--- src/rtl/dl_sdram_sched.sv ---
// Arbitrates SDRAM between the data_io ROM download and the CPU ROM port:
// packs download bytes into masked 16-bit writes and sequences rom_loaded/core_reset.
module dl_sdram_sched #(
    parameter int unsigned    AW         = 22,
    parameter int unsigned    FIFO_DEPTH = 4,
    parameter logic [AW-1:0]  PARK_ADDR  = 'h1ffff,
    parameter int unsigned    RST_HOLD   = 16
) (
    input  logic          clk_sys,
    input  logic          reset_n,
    input  logic          ioctl_download,
    input  logic          ioctl_wr,
    input  logic [24:0]   ioctl_addr,
    input  logic [7:0]    ioctl_dout,
    input  logic          ext_reset,
    output logic          ram_req,
    input  logic          ram_ack,
    output logic [AW-1:0] ram_addr,
    output logic [15:0]   ram_din,
    output logic [1:0]    ram_ds,
    output logic          ram_we,
    input  logic          cpu_rd,
    input  logic [AW-1:0] cpu_addr,
    output logic          rom_oe,
    output logic [AW-1:0] rom_addr,
    output logic          rom_loaded,
    output logic          core_reset,
    output logic          overflow
);

    localparam int unsigned PW = $clog2(FIFO_DEPTH);
    localparam int unsigned HW = $clog2(RST_HOLD + 2);

    typedef struct packed {
        logic [AW-1:0] addr;
        logic [1:0]    ds;
        logic [15:0]   din;
    } wr_t;

    typedef enum logic {S_IDLE, S_WAIT} state_t;

    state_t        state_q, state_d;
    wr_t           pend_q, pend_d, out_q, out_d, push_data;
    logic          pv_q, pv_d;
    wr_t           fifo_q [FIFO_DEPTH];
    logic [PW:0]   wp_q, rp_q;
    logic          push, pop, full, empty, ovf_set;
    logic          req_q, req_d;
    logic          ovf_q, dl_q, seen_q, seen_d, loaded_q, loaded_d;
    logic          we_q, oe_q, core_q, core_d, busy;
    logic [AW-1:0] raddr_q;
    logic [HW-1:0] hold_q, hold_d;
    logic [AW-1:0] waddr;
    logic          unused_addr;

    assign waddr       = ioctl_addr[AW:1];
    assign unused_addr = ^ioctl_addr[24:AW+1];
    assign empty       = (wp_q == rp_q);
    assign full        = (wp_q[PW] != rp_q[PW]) && (wp_q[PW-1:0] == rp_q[PW-1:0]);
    assign busy        = ioctl_download | pv_q | ~empty | (state_q == S_WAIT);

    // A pending entry that cannot be pushed stays put; the flush after the
    // download window retries every cycle until the FIFO has room.
    always_comb begin
        pv_d      = pv_q;
        pend_d    = pend_q;
        push      = 1'b0;
        push_data = pend_q;
        ovf_set   = 1'b0;
        if (ioctl_wr) begin
            if (ioctl_addr[0] && pv_q && pend_q.addr == waddr && pend_q.ds == 2'b01) begin
                if (full) begin
                    ovf_set = 1'b1;
                end else begin
                    push      = 1'b1;
                    push_data = {pend_q.addr, 2'b11, ioctl_dout, pend_q.din[7:0]};
                    pv_d      = 1'b0;
                end
            end else if (pv_q && full) begin
                ovf_set = 1'b1;
            end else begin
                push   = pv_q;
                pv_d   = 1'b1;
                pend_d = {waddr, (ioctl_addr[0] ? 2'b10 : 2'b01), ioctl_dout, ioctl_dout};
            end
        end else if (!ioctl_download && pv_q && !full) begin
            push = 1'b1;
            pv_d = 1'b0;
        end
    end

    always_comb begin
        state_d = state_q;
        req_d   = req_q;
        out_d   = out_q;
        pop     = 1'b0;
        case (state_q)
            S_IDLE: if (!empty) begin
                pop     = 1'b1;
                out_d   = fifo_q[rp_q[PW-1:0]];
                req_d   = ~req_q;
                state_d = S_WAIT;
            end
            S_WAIT: if (ram_ack == req_q) state_d = S_IDLE;
            default: state_d = S_IDLE;
        endcase
    end

    // hold_d feeds core_d directly so core_reset drops exactly RST_HOLD cycles after rom_loaded.
    always_comb begin
        seen_d   = seen_q | ioctl_download;
        loaded_d = loaded_q;
        hold_d   = (hold_q != '0) ? hold_q - 1'b1 : hold_q;
        if (ioctl_download && !dl_q) begin
            loaded_d = 1'b0;
            hold_d   = '0;
        end else if (seen_q && !busy) begin
            loaded_d = 1'b1;
            seen_d   = 1'b0;
            hold_d   = HW'(RST_HOLD);
        end
        core_d = ext_reset | ~loaded_d | (hold_d != '0);
    end

    always_ff @(posedge clk_sys) begin
        if (push) fifo_q[wp_q[PW-1:0]] <= push_data;
    end

    always_ff @(posedge clk_sys or negedge reset_n) begin
        if (!reset_n) begin
            state_q  <= S_IDLE;
            pend_q   <= '0;
            pv_q     <= 1'b0;
            out_q    <= '0;
            wp_q     <= '0;
            rp_q     <= '0;
            req_q    <= 1'b0;
            ovf_q    <= 1'b0;
            dl_q     <= 1'b0;
            seen_q   <= 1'b0;
            loaded_q <= 1'b0;
            hold_q   <= '0;
            we_q     <= 1'b0;
            oe_q     <= 1'b0;
            raddr_q  <= PARK_ADDR;
            core_q   <= 1'b1;
        end else begin
            state_q  <= state_d;
            pend_q   <= pend_d;
            pv_q     <= pv_d;
            out_q    <= out_d;
            if (push) wp_q <= wp_q + 1'b1;
            if (pop)  rp_q <= rp_q + 1'b1;
            req_q    <= req_d;
            ovf_q    <= ovf_q | ovf_set;
            dl_q     <= ioctl_download;
            seen_q   <= seen_d;
            loaded_q <= loaded_d;
            hold_q   <= hold_d;
            we_q     <= busy;
            oe_q     <= cpu_rd & ~busy;
            raddr_q  <= busy ? PARK_ADDR : cpu_addr;
            core_q   <= core_d;
        end
    end

    assign ram_req    = req_q;
    assign ram_addr   = out_q.addr;
    assign ram_din    = out_q.din;
    assign ram_ds     = out_q.ds;
    assign ram_we     = we_q;
    assign rom_oe     = oe_q;
    assign rom_addr   = raddr_q;
    assign rom_loaded = loaded_q;
    assign core_reset = core_q;
    assign overflow   = ovf_q;

endmodule
--- config.mk ---
export PLATFORM = sky130hd
export DESIGN_NAME = dl_sdram_sched
export DESIGN_NICKNAME = d
export VERILOG_FILES = /design/src/rtl/dl_sdram_sched.sv
export SDC_FILE = /design/constraint.sdc
export NUM_CORES = 1
export LEC_CHECK = 0
export ABC_AREA = 1
export BUFFER_PORTS_ARGS = -buffer_cell sky130_fd_sc_hd__clkbuf_2
export CAP_MARGIN = 20
export CORE_ASPECT_RATIO = 1.25
export CORE_UTILIZATION = 58
export DETAILED_ROUTE_END_ITERATION = 8
export PLACE_DENSITY = 0.83
export SLEW_MARGIN = 10
export SYNTH_ARGS = -nofsm -noshare
export SYNTH_HDL_FRONTEND = slang
export SYNTH_SLANG_ARGS = --single-unit
--- constraint.sdc ---
create_clock -name clk_sys -period 4.1 [get_ports clk_sys]
set_input_delay 0.205 -clock clk_sys [delete_from_list [all_inputs] [get_ports clk_sys]]
set_output_delay 0.205 -clock clk_sys [all_outputs]
set_load 0.03 [all_outputs]
## After elaboration in Yosys (flattened, before gate mapping)

Memory sizes are Yosys's and may differ from the RTL's. A register that Yosys moved wholly into a read port is not among the register bits.
Cells that the tools add are included.
Widths: inputs -> output; s select.

- Reduce and logical (&&, ||, !) cells: 20
- Muxes and demuxes: 32
- $add $sub $neg: 3
- Bitwise gates (word level): 15
- Equal/unequal tests: 8

Operators with widths:

| operator | count |
|---|---|
| $mux 18 | 3 |
| $mux 1 | 23 |
| $eq 22x22->1 | 1 |
| $mux 22 | 1 |
| $mux 5 | 3 |
| $reduce_bool 5->1 | 2 |
| $logic_and 1x1->1 | 9 |
| $not 1->1 | 7 |
| $or 1x1->1 | 7 |
| $add 3x1->3 const B | 2 |
| $ne 3x3->1 const B | 2 |
| $reduce_and 3->1 | 2 |
| $logic_not 1->1 | 5 |
| $sub 5x1->5 const B | 1 |
| $eq 3x3->1 | 1 |
| $eq 2x1->1 const B | 1 |
| $eq 2x2->1 | 1 |
| $mux 2 | 1 |
| $pmux 1 s2 | 1 |
| $reduce_and 2->1 | 1 |
| $reduce_bool 2->1 | 1 |
| $and 1x1->1 | 1 |
| $eq 1x1->1 | 1 |
| $ne 1x1->1 | 1 |

- RAM bits: 160
- Bits in registers: 83
- Memories: 1
- Output and inout port bits: 68
- Word-level logic and storage cells: 96

Memories:

| memory | words | bits a word | read ports | clocked after memory_dff | write ports | line | text |
|---|---|---|---|---|---|---|---|
| fifo_q | 4 | 40 | 1 | 1 | 1 | 45 | `wr_t fifo_q [FIFO_DEPTH];` |

## Logic depth before layout (Yosys ltp)

Gate-level depths: netlist of the first run.

- Word-level depth: 11
- Depth in mapped cells: 12

## Worst setup path before layout of the first run

Ideal clock, no wire load.

- Path kind: register to register
- Start: register rp_q[0]
- End: memory fifo_q[3][0] in the netlist's numbering (enable)
- Data arrival time: 2717 ps
- Path buffers: 1
- Period minus slack after synthesis: 3156 ps
- Slack: 944 ps
- Stages on the path, launching flop included: 7
- Path through: dfrtp_1 buf_6 xor2_1 nor2_2 nand2_2 o211ai_2 nor2_1

- Longest elaborated chain between the ends: 8

RTL lines:

| element | line | text |
|---|---|---|
| start: declaration | 46 | `logic [PW:0] wp_q, rp_q;` |
| start signal: assignment | 153 | `if (pop) rp_q <= rp_q + 1'b1;` |
| $eq 2x2->1 * | 59 | `assign full = (wp_q[PW] != rp_q[PW]) && (wp_q[PW-1:0] == rp_q[PW-1:0]);` |
| $logic_and 1x1->1 * | 59 |  |
| $logic_and 1x1->1 or $logic_not 1->1 (tied branches) | 79, 86 |  |
| $mux 1 or $logic_and 1x1->1 (tied branches) | 79, 86 |  |
| $mux 1 (on tied branches) | 71, 86 |  |
| $mux 1 * | 70 | `if (ioctl_wr) begin` |
| $mux 1 * | 126 | `if (push) fifo_q[wp_q[PW-1:0]] <= push_data;` |
| $mux 1 (not written as such) * | 126 |  |
| end: declaration | 45 |  |

Every way passes the cells marked *; elsewhere a longest branch is shown, timed or not.

## Final worst setup path of the first run

- Start: register rp_q[1]
- End: memory fifo_q[0][22] in the netlist's numbering (enable)

Same word-level chain as after synthesis.

==> results of run 1 <==
==> kinds of logic (layout without fill, tap and decap cells) <==
| family | Yosys count | after routing | share of synthesized area [%] |
|---|---|---|---|
| simple gates | 415 | 415 | 15.40 |
| flops | 275 | 275 | 67.03 |
| buf+inv | 131 | 327 | 4.811 |
| compound gates | 130 | 130 | 6.204 |
| mux | 40 | 40 | 5.061 |
| xor+xnor | 11 | 11 | 0.8381 |
| fa+ha+maj | 6 | 6 | 0.6531 |
| other cells | 0 | 1 | 0 |
==> final timing paths <==
| path | startpoint | endpoint | slack, ns | depth (start not counted) |
|---|---|---|---|---|
| max in group asynchronous | reset_n | rom_addr[8] | 2.78 | 3 |
| min in group asynchronous | reset_n | hold_q[1] | 0.33 | 2 |
| hold reg to reg | overflow | overflow | 0.47 | 2 |
| hold / removal | ram_ack | state_q | 0.08 | 3 |
| setup reg to reg | rp_q[1] | fifo_q[0][22] | 1.38 | 6 |
| setup / recovery | rp_q[1] | fifo_q[0][22] | 1.38 | 6 |
==> state kept, by name (all words and copies together) (netlist names), 2 cells and up <==
| register | count |
|---|---|
| ram_addr | 22 |
| rp_q | 3 |
| ram_din | 16 |
| wp_q | 3 |
| pend_q | 32 |
| hold_q | 5 |
| rom_addr | 22 |
| ram_ds | 2 |
| fifo_q | 160 |
==> power by group <==
| part | leakage [nW] | switching (mW) | total [mW] | internal, mW |
|---|---|---|---|---|
| Combinational | 2.79 | 2.52 | 4.04 | 1.51 |
| Sequential | 2.83 | 0.531 | 4.57 | 4.04 |
| Clock | 0.460 | 1.01 | 2.55 | 1.54 |
| Total | 6.08 | 4.07 | 11.2 | 7.10 |
==> metal layers <==
| layer | global-route usage, % | part of all wire (%) | routed length (um) | vias up |
|---|---|---|---|---|
| met5 | 0 | 0 | 0 | - |
| met4 | 10.37 | 3.1 | 817 | 0 |
| met3 | 3.562 | 7.5 | 1940 | 63 |
| met2 | 45.75 | 52 | 13400 | 384 |
| met1 | 32.01 | 38 | 9780 | 3901 |
| li1 | - | - | - | 3776 |
==> cells in the final DEF, fill, tap and decap left out, types with 4 or more instances in the layout <==
master,count
dfstp_2,18
nand2_1,203
nand4_1,45
nand3_1,9
o21ai_0,84
edfxtp_1,160
xor2_1,6
dlygate4sd3_1,57
o22ai_1,40
clkbuf_16,28
mux2_4,35
nor2_4,4
buf_4,15
clkinv_2,5
dfrtp_1,96
or2_2,17
clkbuf_2,126
bufinv_16,4
mux2_2,5
xnor2_1,5
inv_1,81
nor2_1,126
ha_1,6
==> tightest hold or removal path: stages <==
cell and delay (ns):
clkbuf_2 0.09, xnor2_1 0.14, o21ai_0 0.10
==> layout make-up <==
type / instances / area share (%)
sequential: 275 / 55.49
multi-input combinational: 602 / 23.52
timing repair buffer: 199 / 9.659
clock buffer: 31 / 5.343
tap: 265 / 2.388
inverter: 83 / 2.243
clock inverter: 14 / 1.333
antenna: 1 / 0.01802
==> through the flow <==
step | hold WS (ns) | util (%) | setup slack [ns] | power (mW) | instance area [um2]
floorplan | -0.09059 | - | 0.9437 | 7.463 | 11490
global placement | 0.3532 | 63.71 | 1.518 | 8.359 | 12360
detailed placement | 0.3611 | 63.71 | 1.443 | 8.526 | 12360
CTS | 0.05932 | 71.43 | 1.387 | 11.13 | 13860
global route | 0.06609 | 71.58 | 1.211 | 11.72 | 13880
finish | 0.07565 | 71.59 | 1.378 | 11.16 | 13890
==> repair_timing <==
item,in CTS,in global routing
endpoints found under the hold margin,112,0
resized for setup,0,0
hold buffers,57,0
==> metrics.md, run 1 <==
| Metric | Value |
|---|---|
| Initial core utilization | 59.26% |
| Vias in the first global route | 8066 |
| Synthesis-to-finish area growth | 20.81% |
| #FFs+latches synth | 275 |
| Core ar. | between 15000 and 20000 um2 |
| Ys async rst share | around two fifths |
| TritonRoute pass-1 iters | 5 |
| Crit path required time | 4.25 ns |
| Clk slew on worst S/H paths | about 0.070 ns |
| Max Cap Viol | 0 |
| Vias per inst | between 5 and 6 |
| Crit path launch type | flop |
| CTS tree | done |
| Syn Std Cell Area | around 11000 um2 |
| Synth top cells by count | 203 x nand2_1, 160 x edfxtp_1, 130 x nor2_1 |
| Final period util | 66.40% |
| Top cell type's share of synthesized area | 41.80% |
| Setup TNS Final | 0 ns |
| Routed WL | between 20000 and 30000 um |
| Primary FF master, synth | edfxtp_1 |
| Worst-Margin Slew | 0.9786 ns |
| Final ANT Viol Nets | 0 |
| Global-route wire length before repair | roughly 41000 um |
| CP max stage cell | dfrtp_1 |
| Final nets | 1254 |
| Worst Skew | 0.01280 ns |
| CP max stage delay | 0.64 ns |
| Worst-skew pair later-pin latency | 0.52 ns |
| Endpoints failing setup | 0 |
| Fillcell total | ~1300 |
| Initial detailed-routing violation count | roughly 720 |
| Gr usage total | 25.91% |
| Layout Cells excl Fill | 1470 |
| P_leak | 6.076 nW |
| CP Capture Type | flop |
| Gpl congestion | 0.8303 |
| Slew Limit Fails | 0 |
| Clk buf depth | 3 |
| Vias | approximately 8100 |
| Yosys warning count | 0 |
| Worst path cell trace | xor2_1, nor2_2, nand2_2, o211ai_2, nor2_4, buf_4 |
| Mapped Cells | approximately 1000 |
| Drt drc | 0 |
| CTS Root Buffer Type | clkbuf_16 |
| Synthesized area per cell | between 10 and 15 um2 |
| Layout cells sized above 1 | 23.17% |
| PortBufs | roughly 130 |
| Grt ovf | 0 |
| Top delay family on crit path | flip-flops |
| Max H-tree Level | 1 |
| P per Cell Area | 803.7 nW/um2 |
| Post-Place Cells | roughly 1400 |
| Slew headroom | around 35% |
| Status | finished, final reports clean |
| Clk sinks | 275 |
| Die X | 127.9 um |
| Dpl hpwl | 14490 um |
| Die footprint | 20390 um2 |
| Area used by multi-input combinational logic | 3267 um2 |
| Tmin final | 2.722 ns |
| Routed length per placed instance | 17.65 um |
| Register area | 7706 um2 |
| CP Max Fanout | 40 |
| EDFF count, synth | 160 |
| Worst Hold Class | input pin to flop |
| Critical path buffer and inverter count | 1 |
| Largest area contributor in the netlist | edfxtp_1 |
| Crit path kind | flop to flop |
| Chip height | 159.4 um |
| # rows | 57 |
| Worst path arrival time | 2.87 ns |
| Fmax | 367.3 MHz |
| Largest net degree at the start of global routing | 82 |
| Num CTS Buffers | 25 |
| Synth top area cells | edfxtp_1 42%, dfrtp_1 21%, nand2_1 6.6%, mux2_4 4.6%, nor2_1 4.2% |
| Seq/Total Area, Yosys | 67.03% |
| Final hold viol count | 0 |
| Post-CTS Setup Repair Bufs | 0 |
| Yosys cell types | 34 |
| Mapped Nets | approximately 1100 |
| Io pins | 130 |
| Initial antenna violation count | 0 |
| Most instantiated library cell after synthesis | nand2_1 |
| VDD IR max | 0.0004987 V |
| RSZ-0062 raised after global routing | no |
(Power assumes the default switching activity.)
==> inputs of run 2 (changes only) <==
--- a/config.mk
+++ b/config.mk
@@ -5,13 +5,13 @@
 export SDC_FILE = /design/constraint.sdc
 export NUM_CORES = 1
 export LEC_CHECK = 0
-export ABC_AREA = 1
+export ABC_AREA = 0
 export BUFFER_PORTS_ARGS = -buffer_cell sky130_fd_sc_hd__clkbuf_2
 export CAP_MARGIN = 20
 export CORE_ASPECT_RATIO = 1.25
 export CORE_UTILIZATION = 58
 export DETAILED_ROUTE_END_ITERATION = 8
-export PLACE_DENSITY = 0.83
+export PLACE_DENSITY = 0.84
 export SLEW_MARGIN = 10
 export SYNTH_ARGS = -nofsm -noshare
 export SYNTH_HDL_FRONTEND = slang
==> constraint.sdc (replaced) <==
create_clock -name clk_sys -period 2.6 [get_ports clk_sys]
set_input_delay 0.13 -clock clk_sys [delete_from_list [all_inputs] [get_ports clk_sys]]
set_output_delay 0.13 -clock clk_sys [all_outputs]
set_load 0.03 [all_outputs]
==> run 2 against run 1 <==
Wire length down 16%. Setup slack worse by 1.2 ns. Cell count down 31%. Non-clock buffer count grew 3. Sequential share of layout area increased by 3.5 points. Synthesized cell count fell by 45%. Combinational power rose by 31%. Die area decreased by 6.7%. Synthesized area is 6.8% lower. Largest power group unchanged.
==> metrics.md, run 2 <==
| Metric | Value |
|---|---|
| Synth Area in Adders | 0.7010% (+0.048 points) |
| Vias per inst | 5.601 (+1.3%) |
| Yosys cell types | 40 (+18%) |
| Global-route wire length before repair | 33500 um (-18%) |
| Chip height | 153.9 um (-3.4%) |
| Routed WL | 21680 um (-16%) |
| Mux share of post-synthesis cell area | 18.03% (+13 points) |
| #FFs+latches synth | 275 (unchanged) |
| Clk buf depth | 3 (unchanged) |
| VDD IR max | 0.0005816 V (+17%) |
| Fmax | 417.5 MHz (+14%) |
| Final nets | 830 (-34%) |
| Syn Std Cell Area | 10710 um2 (-6.8%) |
| RSZ-0062 raised after global routing | no |
| Num CTS Buffers | 25 (unchanged) |
| Xor-xnor portion of the synthesized cell area | 2.781% (+1.9 points) |
| PortBufs | 127 (unchanged) |
| CTS resizes | 0 (unchanged) |
| Most instantiated library cell after synthesis | edfxtp_1 |
| Synth top area cells | edfxtp_1 45%, dfrtp_1 23%, mux4_2 8.4%, mux2_2 5.4%, dfstp_2 4.4% |
| Slew Limit Fails | 0 (unchanged) |
| Layout cells sized above 1 | 42.18% (+19 points) |
| Die X | 123.5 um (-3.4%) |
| Largest family of logic cells by synthesized area | multiplexers |
| Synthesis-to-finish area growth | 22.07% |
| P_leak | 5.097 nW (-16%) |
| Setup TNS Final | 0 ns (unchanged) |
| Endpoints failing setup | 0 (unchanged) |
| # rows | 55 (-3.5%) |
| EDFF count, synth | 160 (unchanged) |
| Drt drc | 0 (unchanged) |
| Routed length per placed instance | 21.48 um (+22%) |
| Die footprint | 19010 um2 (-6.7%) |
| Grt ovf | 0 (unchanged) |
| P per Cell Area | 1205 nW/um2 (+50%) |
| Most frequent cells in the layout | 160 x edfxtp_1, 126 x clkbuf_2, 95 x dfrtp_1 |
| Flop2flop setup slack | 0.20 ns (-1.17 ns) |
| Worst-Margin Slew | 0.6513 ns (-0.3274 ns) |
| Post-CTS Setup Repair Bufs | 0 (unchanged) |
| Post-CTS Hold Fix Bufs | 59 (+3.5%) |
| Vias | 5651 (-30%) |
| Flip-flop count of the largest register after layout | 160 (unchanged) |
| Synthesized area per cell | 19.30 um2 (+69%) |
| Clk sinks | 275 (unchanged) |
| TritonRoute pass-1 iters | 5 (unchanged) |
| Initial core utilization | 59.17% (-0.085 points) |
| Clk slew on worst S/H paths | 0.06 ns (about the same) |
| Largest area contributor in the netlist | edfxtp_1 |
| Top cell type's share of synthesized area | 44.87% (+3.1 points) |
| Slew headroom | 56.58% (+22 points) |
| Io pins | 130 (unchanged) |
| Worst Skew | 0.02242 ns (+0.009621 ns) |
| Dpl hpwl | 12720 um (-12%) |
| Setup crit end | pend_q[7] |
| Core ar. | 18100 um2 (-6.7%) |
| Largest net degree at the start of global routing | 51 (-38%) |
| Crit path launch type | flop |
| Initial detailed-routing violation count | 422 (-42%) |
| Crit path required time | 2.99 ns (-1.26 ns) |
| Primary FF master, synth | edfxtp_1 |
| Worst Hold Class | input pin to async pin |
| CP Max Fanout | 10 (-75%) |
| Final period util | 92.13% (+26 points) |
| Initial antenna violation count | 1 (+1) |
| Seq/Total Area, Yosys | 71.95% (+4.9 points) |
| FF-to-FF Start | pend_q[33] |
| Post-Synth Simple-Gate Area | 4.300% (-11 points) |
| WHS | 0.1681 ns (+0.09248 ns) |
| Mapped Cells | 555 (-45%) |
| Worst-skew pair later-pin latency | 0.53 ns (about the same) |
| Status | finished, final reports clean |
| Fillcell total | 1095 (-15%) |
| Tmin final | 2.395 ns (-0.3271 ns) |
| Mapped Nets | 623 (-42%) |
| Most common cell after layout, fill and taps aside | edfxtp_1 |
| Worst path arrival time | 2.79 ns (-0.08 ns) |
| Crit path kind | flop to flop |
| Critical Path Start | pend_q[33] |
| Final hold viol count | 0 (unchanged) |
| Vias in the first global route | 6188 (-23%) |
| Max H-tree Level | 1 (unchanged) |
| Gr usage total | 23.96% (-2.0 points) |
| Register area | 7707 um2 (about the same) |
| Yosys warning count | 0 (unchanged) |
| Ys async rst share | 41.82% (unchanged) |
| Final ANT Viol Nets | 0 (unchanged) |
| Area used by multi-input combinational logic | 2848 um2 (-13%) |
| Max Cap Viol | 0 (unchanged) |
| Synth top cells by count | 160 x edfxtp_1, 97 x dfrtp_1, 51 x mux2_2 |
| CTS Root Buffer Type | clkbuf_16 |
| Gpl congestion | 0.7495 (-9.7%) |
| CTS tree | done |
| Worst R2R End | pend_q[7] |
| CP Capture Type | flop |
| Worst-case reg-to-reg path depth | 7 (+1) |
| Compound-Gate Fraction of Synth Area | 0.6893% (-5.5 points) |
-- run 2: logic make-up after synthesis --
| group | after synthesis |
|---|---|
| mux | 122 |
| xor+xnor | 34 |
| fa+ha+maj | 6 |
| simple gates | 74 |
| flops | 275 |
| buf+inv | 32 |
| compound gates | 12 |
-- run 2: critical path, stage by stage (launching register included) --
cell     delay (ns)
dfrtp_1        0.44
xnor2_1        0.27
nand4_1        0.14
nor4_2         0.39
buf_4          0.19
a221o_2        0.19
buf_4          0.26
mux2_2         0.37
-- run 2: metal layers --
layer,track usage (%),vias up,part of all wire (%)
met5,0,-,0
met4,9.753,0,2.9
met3,3.004,45,5.0
met2,43.76,190,56
met1,28.13,2903,36
li1,-,2513,-
-- run 2: worst min-delay path by stage --
stage / start / to / slack (ns) / cells past startpoint
global placement: reset_n / ram_din[1] / 0.14 / 1
finish: reset_n / overflow / 0.17 / 2
CTS: reset_n / overflow / 0.16 / 2
detailed placement: reset_n / ram_din[1] / 0.16 / 1
floorplan: reset_n / dl_q / -0.17 / 0
global route: reset_n / overflow / 0.23 / 2
-- run 2: layout make-up --
type / instances / share of cell area, %
sequential: 275 / 58.96
multi-input combinational: 248 / 21.78
timing repair buffer: 202 / 10.99
clock buffer: 33 / 5.092
tap: 228 / 2.182
clock inverter: 12 / 0.6891
inverter: 10 / 0.2871
antenna: 1 / 0.01914
-- run 2: power by group --
| part | switching, mW | internal [mW] |
|---|---|---|
| Clock | 1.51 | 1.90 |
| Sequential | 0.772 | 6.27 |
| Combinational | 2.90 | 2.41 |
| Total | 5.18 | 10.6 |
-- run 2: metrics by stage --
stage,util (%),total power [mW],cells,instance area [um2],setup WS (ns)
2_1_floorplan,-,10.73,555,10710,0.05314
3_3_place_gp,64.33,11.92,900,11640,0.1762
3_5_place_dp,64.56,12.27,902,11680,0.1480
4_1_cts,71.99,15.81,1006,13030,0.1194
5_1_grt,72.23,16.43,1009,13070,0.1173
6_report,72.23,15.76,1009,13070,0.2046
